[config.mk]
export PLATFORM = sky130hd
export DESIGN_NAME = fifo_flex
export DESIGN_NICKNAME = d
export VERILOG_FILES = /design/src/rtl/fifo_flex_pkg.sv /design/src/rtl/fifo_flex_mem.sv /design/src/rtl/fifo_flex.sv
export SDC_FILE = /design/constraint.sdc
export NUM_CORES = 1
export LEC_CHECK = 0
export CAP_MARGIN = 20
export CELL_PAD_IN_SITES_DETAIL_PLACEMENT = 1
export CELL_PAD_IN_SITES_GLOBAL_PLACEMENT = 2
export CORE_UTILIZATION = 51
export DETAILED_ROUTE_END_ITERATION = 7
export PLACE_DENSITY_LB_ADDON = 0.12
export SLEW_MARGIN = 10
export SYNTH_ARGS = -nofsm -noshare
export SYNTH_HDL_FRONTEND = slang
export SYNTH_SLANG_ARGS = --single-unit
[constraint.sdc]
create_clock -name clk -period 7.77 [get_ports clk]
set_input_delay 0.777 -clock clk [delete_from_list [all_inputs] [get_ports clk]]
set_output_delay 0.777 -clock clk [all_outputs]
set_load 0.1 [all_outputs]
[src/rtl/fifo_flex_pkg.sv]
// fifo_flex_pkg: shared helpers for the fifo_flex buffer.
// Holds the pointer-width function and the parameter-legality predicates
// that the top level evaluates at elaboration time.
package fifo_flex_pkg;

    // Address bits needed to index a Depth-entry memory (at least 1).
    function automatic int ptr_width(input int depth);
        return (depth > 1) ? $clog2(depth) : 1;
    endfunction

    // Depth must be a power of two and hold at least two entries.
    function automatic bit depth_legal(input int depth);
        return (depth >= 2) && ((depth & (depth - 1)) == 0);
    endfunction

    // almostFull threshold must lie in 1..Depth.
    function automatic bit af_thr_legal(input int depth, input int thr);
        return (thr >= 1) && (thr <= depth);
    endfunction

    // almostEmpty threshold must lie in 0..Depth-1.
    function automatic bit ae_thr_legal(input int depth, input int thr);
        return (thr >= 0) && (thr <= depth - 1);
    endfunction

endpackage

[src/rtl/fifo_flex_mem.sv]
// fifo_flex_mem: Depth x DataWidth register array with one write port and
// one read port. With FIFO_FLEX_FWFT_EN defined the read port is
// asynchronous (head entry always visible); otherwise it is registered and
// only updates on a read enable.
module fifo_flex_mem
    import fifo_flex_pkg::*;
#(
    parameter int DataWidth = 32,
    parameter int Depth     = 16,
    parameter int AddrWidth = ptr_width(Depth)
) (
    input  logic                 clk,
    input  logic                 rst,
    input  logic                 wr_en_i,
    input  logic [AddrWidth-1:0] wr_addr_i,
    input  logic [DataWidth-1:0] wr_data_i,
    input  logic                 rd_en_i,
    input  logic [AddrWidth-1:0] rd_addr_i,
    output logic [DataWidth-1:0] rd_data_o
);

    logic [DataWidth-1:0] mem_q [Depth];

    // Storage write; contents are deliberately not reset.
    always_ff @(posedge clk) begin
        if (wr_en_i) begin
            mem_q[wr_addr_i] <= wr_data_i;
        end
    end

`ifdef FIFO_FLEX_FWFT_EN
    // Reset and read enable are not needed by the asynchronous read port.
    logic unused_ok;
    assign unused_ok = &{1'b0, rst, rd_en_i};

    assign rd_data_o = mem_q[rd_addr_i];
`else
    logic [DataWidth-1:0] rd_data_q;

    // Registered read port: captures the head entry on an accepted read and
    // holds it otherwise; output is zero after reset.
    always_ff @(posedge clk) begin
        if (rst) begin
            rd_data_q <= '0;
        end else if (rd_en_i) begin
            rd_data_q <= mem_q[rd_addr_i];
        end
    end

    assign rd_data_o = rd_data_q;
`endif

endmodule

[src/rtl/fifo_flex.sv]
// fifo_flex: parametrised single-clock FIFO with fill level, programmable
// almost-full/almost-empty thresholds and sticky overflow/underflow flags.
// Optional macro FIFO_FLEX_FWFT_EN selects first-word-fall-through reads;
// without it readData is registered with one cycle of read latency.
module fifo_flex
    import fifo_flex_pkg::*;
#(
    parameter int DataWidth      = 32,
    parameter int Depth          = 16,
    parameter int AlmostFullThr  = Depth - 2,
    parameter int AlmostEmptyThr = 2
) (
    input  logic                   clk,
    input  logic                   rst,
    input  logic                   writeEn,
    input  logic [DataWidth-1:0]   writeData,
    input  logic                   readEn,
    input  logic                   clearErr,
    output logic [DataWidth-1:0]   readData,
    output logic                   full,
    output logic                   empty,
    output logic                   almostFull,
    output logic                   almostEmpty,
    output logic [$clog2(Depth):0] level,
    output logic                   overflow,
    output logic                   underflow
);

    localparam int PtrWidth = ptr_width(Depth);
    localparam int LvlWidth = PtrWidth + 1;
    localparam logic [LvlWidth-1:0] DepthLvl = LvlWidth'(Depth);
    localparam logic [LvlWidth-1:0] AfThr    = LvlWidth'(AlmostFullThr);
    localparam logic [LvlWidth-1:0] AeThr    = LvlWidth'(AlmostEmptyThr);

    if (!depth_legal(Depth)) begin : g_bad_depth
        $error("fifo_flex: Depth must be a power of two and at least 2");
    end
    if (!af_thr_legal(Depth, AlmostFullThr)) begin : g_bad_af
        $error("fifo_flex: AlmostFullThr must be in 1..Depth");
    end
    if (!ae_thr_legal(Depth, AlmostEmptyThr)) begin : g_bad_ae
        $error("fifo_flex: AlmostEmptyThr must be in 0..Depth-1");
    end

    logic [PtrWidth:0] wrPtr_q, wrPtr_d;
    logic [PtrWidth:0] rdPtr_q, rdPtr_d;
    logic              overflow_q, overflow_d;
    logic              underflow_q, underflow_d;
    logic              wr_accept, rd_accept;
    logic [LvlWidth-1:0]  level_w;
    logic [DataWidth-1:0] mem_rd_data;

    // Status decodes purely from the registered pointers; the wrap bit keeps
    // full (difference == Depth) distinct from empty (difference == 0).
    assign level_w     = wrPtr_q - rdPtr_q;
    assign full        = (level_w == DepthLvl);
    assign empty       = (level_w == '0);
    assign almostFull  = (level_w >= AfThr);
    assign almostEmpty = (level_w <= AeThr);
    assign level       = level_w;
    assign overflow    = overflow_q;
    assign underflow   = underflow_q;

    assign wr_accept = writeEn && !full;
    assign rd_accept = readEn && !empty;

    // Next-state for pointers and sticky error flags; an error event in the
    // same cycle as clearErr wins over the clear.
    always_comb begin
        wrPtr_d     = wrPtr_q;
        rdPtr_d     = rdPtr_q;
        overflow_d  = clearErr ? 1'b0 : overflow_q;
        underflow_d = clearErr ? 1'b0 : underflow_q;
        if (wr_accept) begin
            wrPtr_d = wrPtr_q + 1'b1;
        end
        if (rd_accept) begin
            rdPtr_d = rdPtr_q + 1'b1;
        end
        if (writeEn && full) begin
            overflow_d = 1'b1;
        end
        if (readEn && empty) begin
            underflow_d = 1'b1;
        end
    end

    // Control state registers with synchronous reset.
    always_ff @(posedge clk) begin
        if (rst) begin
            wrPtr_q     <= '0;
            rdPtr_q     <= '0;
            overflow_q  <= 1'b0;
            underflow_q <= 1'b0;
        end else begin
            wrPtr_q     <= wrPtr_d;
            rdPtr_q     <= rdPtr_d;
            overflow_q  <= overflow_d;
            underflow_q <= underflow_d;
        end
    end

    fifo_flex_mem #(
        .DataWidth (DataWidth),
        .Depth     (Depth),
        .AddrWidth (PtrWidth)
    ) u_mem (
        .clk       (clk),
        .rst       (rst),
        .wr_en_i   (wr_accept),
        .wr_addr_i (wrPtr_q[PtrWidth-1:0]),
        .wr_data_i (writeData),
        .rd_en_i   (rd_accept),
        .rd_addr_i (rdPtr_q[PtrWidth-1:0]),
        .rd_data_o (mem_rd_data)
    );

`ifdef FIFO_FLEX_FWFT_EN
    // Head entry is shown directly; forced to zero while nothing is stored.
    assign readData = empty ? '0 : mem_rd_data;
`else
    assign readData = mem_rd_data;
`endif

endmodule
**After elaboration in Yosys (flattened, before gate mapping)**

Memories as Yosys holds them, arrays and structs flattened. A register that Yosys moved wholly into a read port is not among the register bits.
Cells that the tools add are included.

- Register bits after elaboration: 12
- Latch bits: 0
- Memory bits (writable): 512
- Memory bits (read-only): 0
- Bits of input ports: 37
- Output and inout port bits: 43
- Word-level logic and storage cells: 25
- Memories: 1

- Add/subtract/negate cells: 3
- Multiply operators: 0
- Div/mod/pow operators: 0
- $lt $le $gt $ge: 2
- Equal/unequal tests: 1
- Shift-type cells: 0
- Mux-type cells: 5
- Bitwise gates (word level): 0
- Reductions and logical operators: 9

Memory list:

| memory | words | width | rd ports | clocked after memory_dff | wr ports | line | text |
|---|---|---|---|---|---|---|---|
| u_mem.mem_q | 16 | 32 | 1 | 1 | 1 | fifo_flex_mem.sv:22 | `logic [DataWidth-1:0] mem_q [Depth];` |

Operators by type and width:

| cell | count |
|---|---|
| adder 5 x 1 -> 5 bit, second input constant | 2 |
| == test 5 bit, second input constant | 1 |
| >= comparator 5 x 4 -> 1 bit, second input constant | 1 |
| <= comparator 5 x 2 -> 1 bit, second input constant | 1 |
| logical NOT 5 bit | 1 |
| two-way mux 1 bit | 5 |
| subtractor 5 bit | 1 |
| logical AND 1 bit | 4 |
| nonzero test 2 bit | 2 |
| logical NOT 1 bit | 2 |

**Logic depth before layout (Yosys ltp)**

- Depth after elaboration: 6
- Depth in mapped cells: 12
- Depth with buffers taken out: 10

**Hierarchy**

From an unflattened synthesis, not the netlist that was laid out.

- Cell total of the unflattened synthesis: 1,311
- Area total of the unflattened synthesis: 21,757.1 um2

By module, submodules not included:

| module | times used | cells each | area each (um2) | sequential area each (um2) |
|---|---|---|---|---|
| fifo_flex_mem | 1 | 1,216 | 20,948.8 | 16,015.4 |
| fifo_flex | 1 | 95 | 808.3 | 240.2 |

**Least setup slack after synthesis**

No wires, ideal clock.

- Kind: reg2out
- From: reg rdPtr_q[1]
- To: out almostEmpty
- Arrival: 4.562 ns
- Required time: 6.993 ns
- Path slack: 2.431 ns
- Stages on the path, launching flop included: 12
- Path buffers: 4
- Path through: dfxtp_1 buf_1 buf_2 inv_1 fa_1 a21o_1 a21oi_4 xor2_4 inv_2 buf_6 buf_6 a2111oi_2

- Cells in the longest elaborated chain, start to end: 2

Ends and longest elaborated chain:

| what | line | text |
|---|---|---|
| from (decl) | fifo_flex.sv:46 | `logic [PtrWidth:0] rdPtr_q, rdPtr_d;` |
| from (signal assigned) | fifo_flex.sv:97 | `rdPtr_q <= rdPtr_d;` |
| subtractor 5 bit | fifo_flex.sv:55 | `assign level_w = wrPtr_q - rdPtr_q;` |
| named net level[4] | fifo_flex.sv:24 | `output logic [$clog2(Depth):0] level,` |
| <= comparator 5 x 2 -> 1 bit | fifo_flex.sv:59 | `assign almostEmpty = (level_w <= AeThr);` |
| to (decl) | fifo_flex.sv:23 | `output logic almostEmpty,` |

The timed path passes the listed nets, and every way through them passes these cells.

**Worst setup path after layout**

- From: reg rdPtr_q[0]
- To: out almostEmpty

- Cells in the longest elaborated chain, start to end: 2

Ends and longest elaborated chain:

| what | line |
|---|---|
| subtractor 5 bit | fifo_flex.sv:55 |
| <= comparator 5 x 2 -> 1 bit | fifo_flex.sv:59 |

Every way passes these cells.

==> metrics.cfg <==
[run_status]
outcome=finished clean

[die]
die_h_um=208.0
core_um2=41950
die_w_um=208.0
design.die.area_um2=43270
start_util=0.5160
io-pin-count=80
row_count=75

[logic_synthesis]
synthAdderAreaFrac=0.006128
synth_edf_count=512
yosys_warnings=0
synthArstFlopShare=0
synth_xor_area_frac=0.002833
syn_avg_cell_area_um2=19.84
synth_top_family_by_area=multiplexers
synth_mux_area_frac=0.1387
ys_types=51
netlist_area_um2=21640
synth-seq-area-share=0.7510
synth_fp_nets=1138
synthFlopType=edfxtp_1
yosys.area_share.simple=0.02913
syn_inst=1091
yosys_register_bits=556
synth_compound_area_frac=0.04948

[clock_network]
clk_pin_slew_ns=0.06
clk-insertion-delay-late_ns=0.59
cts_sinks=556
cts_tree=built
clk_path_buf_depth=3
cts_buffers=57
cts_resized=0
htreeDepth=2
root_buffer=clkbuf_16
hold_buffers=0
cts_setup_buffers=0

[placement]
place_ws_ns=2.694
portBuffers=79
dp_hpwl_um=26790
place_congestion=0.7098

[worst_setup_path]
r2r-start=rdPtr_q[0]$_SDFFE_PP0P_
end_kind=output pin
worst_setup_path_start_kind=register
cp_max_fo=39
crit_required_ns=6.99
cp-startpoint=rdPtr_q[0]$_SDFFE_PP0P_
critPathKind=reg2out
arrival_ns=4.88

[pwr]
p_per_area_nw_per_um2=364.4
ir_drop_mv=0.4973
p_leak_nw=7.600

[timing]
slew_viol_final=0
max_slew_margin=0.2671
fin_crit_ns=5.661
max_freq_ghz=0.1766
post-route-period-util=0.7286
finalWorstSetupSlack_ns=2.109
finalSetupTns_ns=0
fin_skew_ns=0.01633
finalHoldViolCount=0
finalSetupViolCount=0
rsz0062_at_grt=false
tightest_slew_ns=1.099

[route]
num_vias=10927
wl_met3_um=2742
top_layer=met4
drt-initial-drc-count=870
met1_length_um=21970
wl_um=50870
first_pass_iters=5
post_drt_wl_per_cell_um=28.93
ant_nets=0
route.detailed.drc=0
vias_per_cell=6.216
met2_length_um=25300

[cells_and_area]
final_util=0.5899
syn2layout_area_growth_pct=14.32
final_nets=1222
drive_gt1_frac=0.2190
n_antenna_cell=0

[grt]
grt_max_degree=64
grt_pass1_vias=11742
antenna_found_initial=0
grt_pass1_wl_um=76130
grt.total_usage=0.2418
grt_overflow=0

[flow_run]
max_cap_viol_count=0

[min_path]
min_from=u_mem.rd_data_o[15]$_SDFFE_PP0P_
hold_class=reg2reg

## power breakdown
part           total (mW)  internal (mW)  leakage [nW]  switching [mW]
Combinational        2.86          0.940          1.77            1.92
Sequential           3.57           3.45          4.99           0.125
Clock                2.59           1.48         0.840            1.11
## state kept, by name, summed over array words and instances (netlist names)
signal and count:
underflow 1, u_mem.rd_data_o 32, wrPtr_q 5, overflow 1
u_mem.mem_q 512, rdPtr_q 5
## critical path, cell delays in order, from the launching register on
cell and delay (ns):
dfxtp_4 0.62, ha_1 0.23, inv_1 0.05, fa_1 0.42
a21o_1 0.23, a21oi_4 0.21, xor2_4 0.14, buf_4 0.46
inv_2 0.04, buf_4 0.32, a2111oi_2 0.33, clkdlybuf4s50_1 1.18
## final cells by class
class	count	area, µm²
repair buffers	99	975.9
clock buffers	74	1490
inverters	40	150.1
flip-flops and latches	556	16270
fillers	3574	17200
clock inverters	29	241.5
well taps	539	674.4
multi-input cells	421	4946
## metrics by stage
stage	area [µm²]	total power [mW]	hold slack, ns	cells
6_report	24750	9.017	0.4756	1758
5_1_grt	24750	9.338	0.4971	1758
4_1_cts	24680	9.092	0.4747	1755
3_5_place_dp	22950	6.510	0.4643	1652
3_3_place_gp	22950	6.468	0.4476	1652
2_1_floorplan	21640	5.762	0.5483	1091
## Yosys cell counts, drive strengths merged, types with 4 or more instances
library cell  number  area share
edfxtp           512        0.71
o211ai            29       0.010
ha                 9      0.0052
a21oi              7      0.0025
mux2i              4      0.0018
o22ai             59       0.017
nor2              47      0.0082
mux2              11      0.0057
dfxtp             44       0.041
buf               25      0.0072
clkbuf            49      0.0086
nand2              7      0.0012
nand4             31      0.0090
nor2b             12      0.0035
o311ai            29       0.012
mux4             126        0.13
and3              12      0.0035
and2               4      0.0012
inv               39      0.0068
a2111oi            4      0.0019
## cells by family after synthesis
group,Yosys count
compound gates,143
buf+inv,114
flops,556
xor+xnor,4
mux,141
fa+ha+maj,10
simple gates,123
## metal layers
metal,vias up,GRT usage
met3,67,0.04287
met2,323,0.3961
met1,5822,0.3411
li1,4715,-
met5,-,0
met4,0,0.05798
## layout by cell type (no fill, tap or decap), types with 4 or more instances in the layout
cell type        netlist  routed
a21oi_1                4       4
and3_2                 0      12
buf_4                  1      17
bufinv_16              0       4
clkbuf_1              48      17
clkbuf_16              0      57
clkdlybuf4s50_1        0      77
clkinv_1               1      14
clkinv_2               0       8
dfxtp_1               44      41
edfxtp_1             512     512
ha_1                   9       9
inv_1                 38      38
mux2_2                11      11
mux4_2               126     126
nand2_1                7       6
nand4_1               31      31
nor2_1                47      47
nor2b_1               12      11
o211ai_1              29      29
o22ai_1               59      59
o311ai_0              15      15
o311ai_1              14      14
## worst paths after layout
check,end,slack [ns],cells past startpoint
setup reg to reg,u_mem.mem_q[0][25]$_DFFE_PP_,3.06,11
hold / removal,u_mem.rd_data_o[15]$_SDFFE_PP0P_,0.48,2
hold reg to reg,u_mem.rd_data_o[15]$_SDFFE_PP0P_,0.48,2
setup / recovery,almostEmpty,2.11,11
Power figures use the tool's default switching activity.
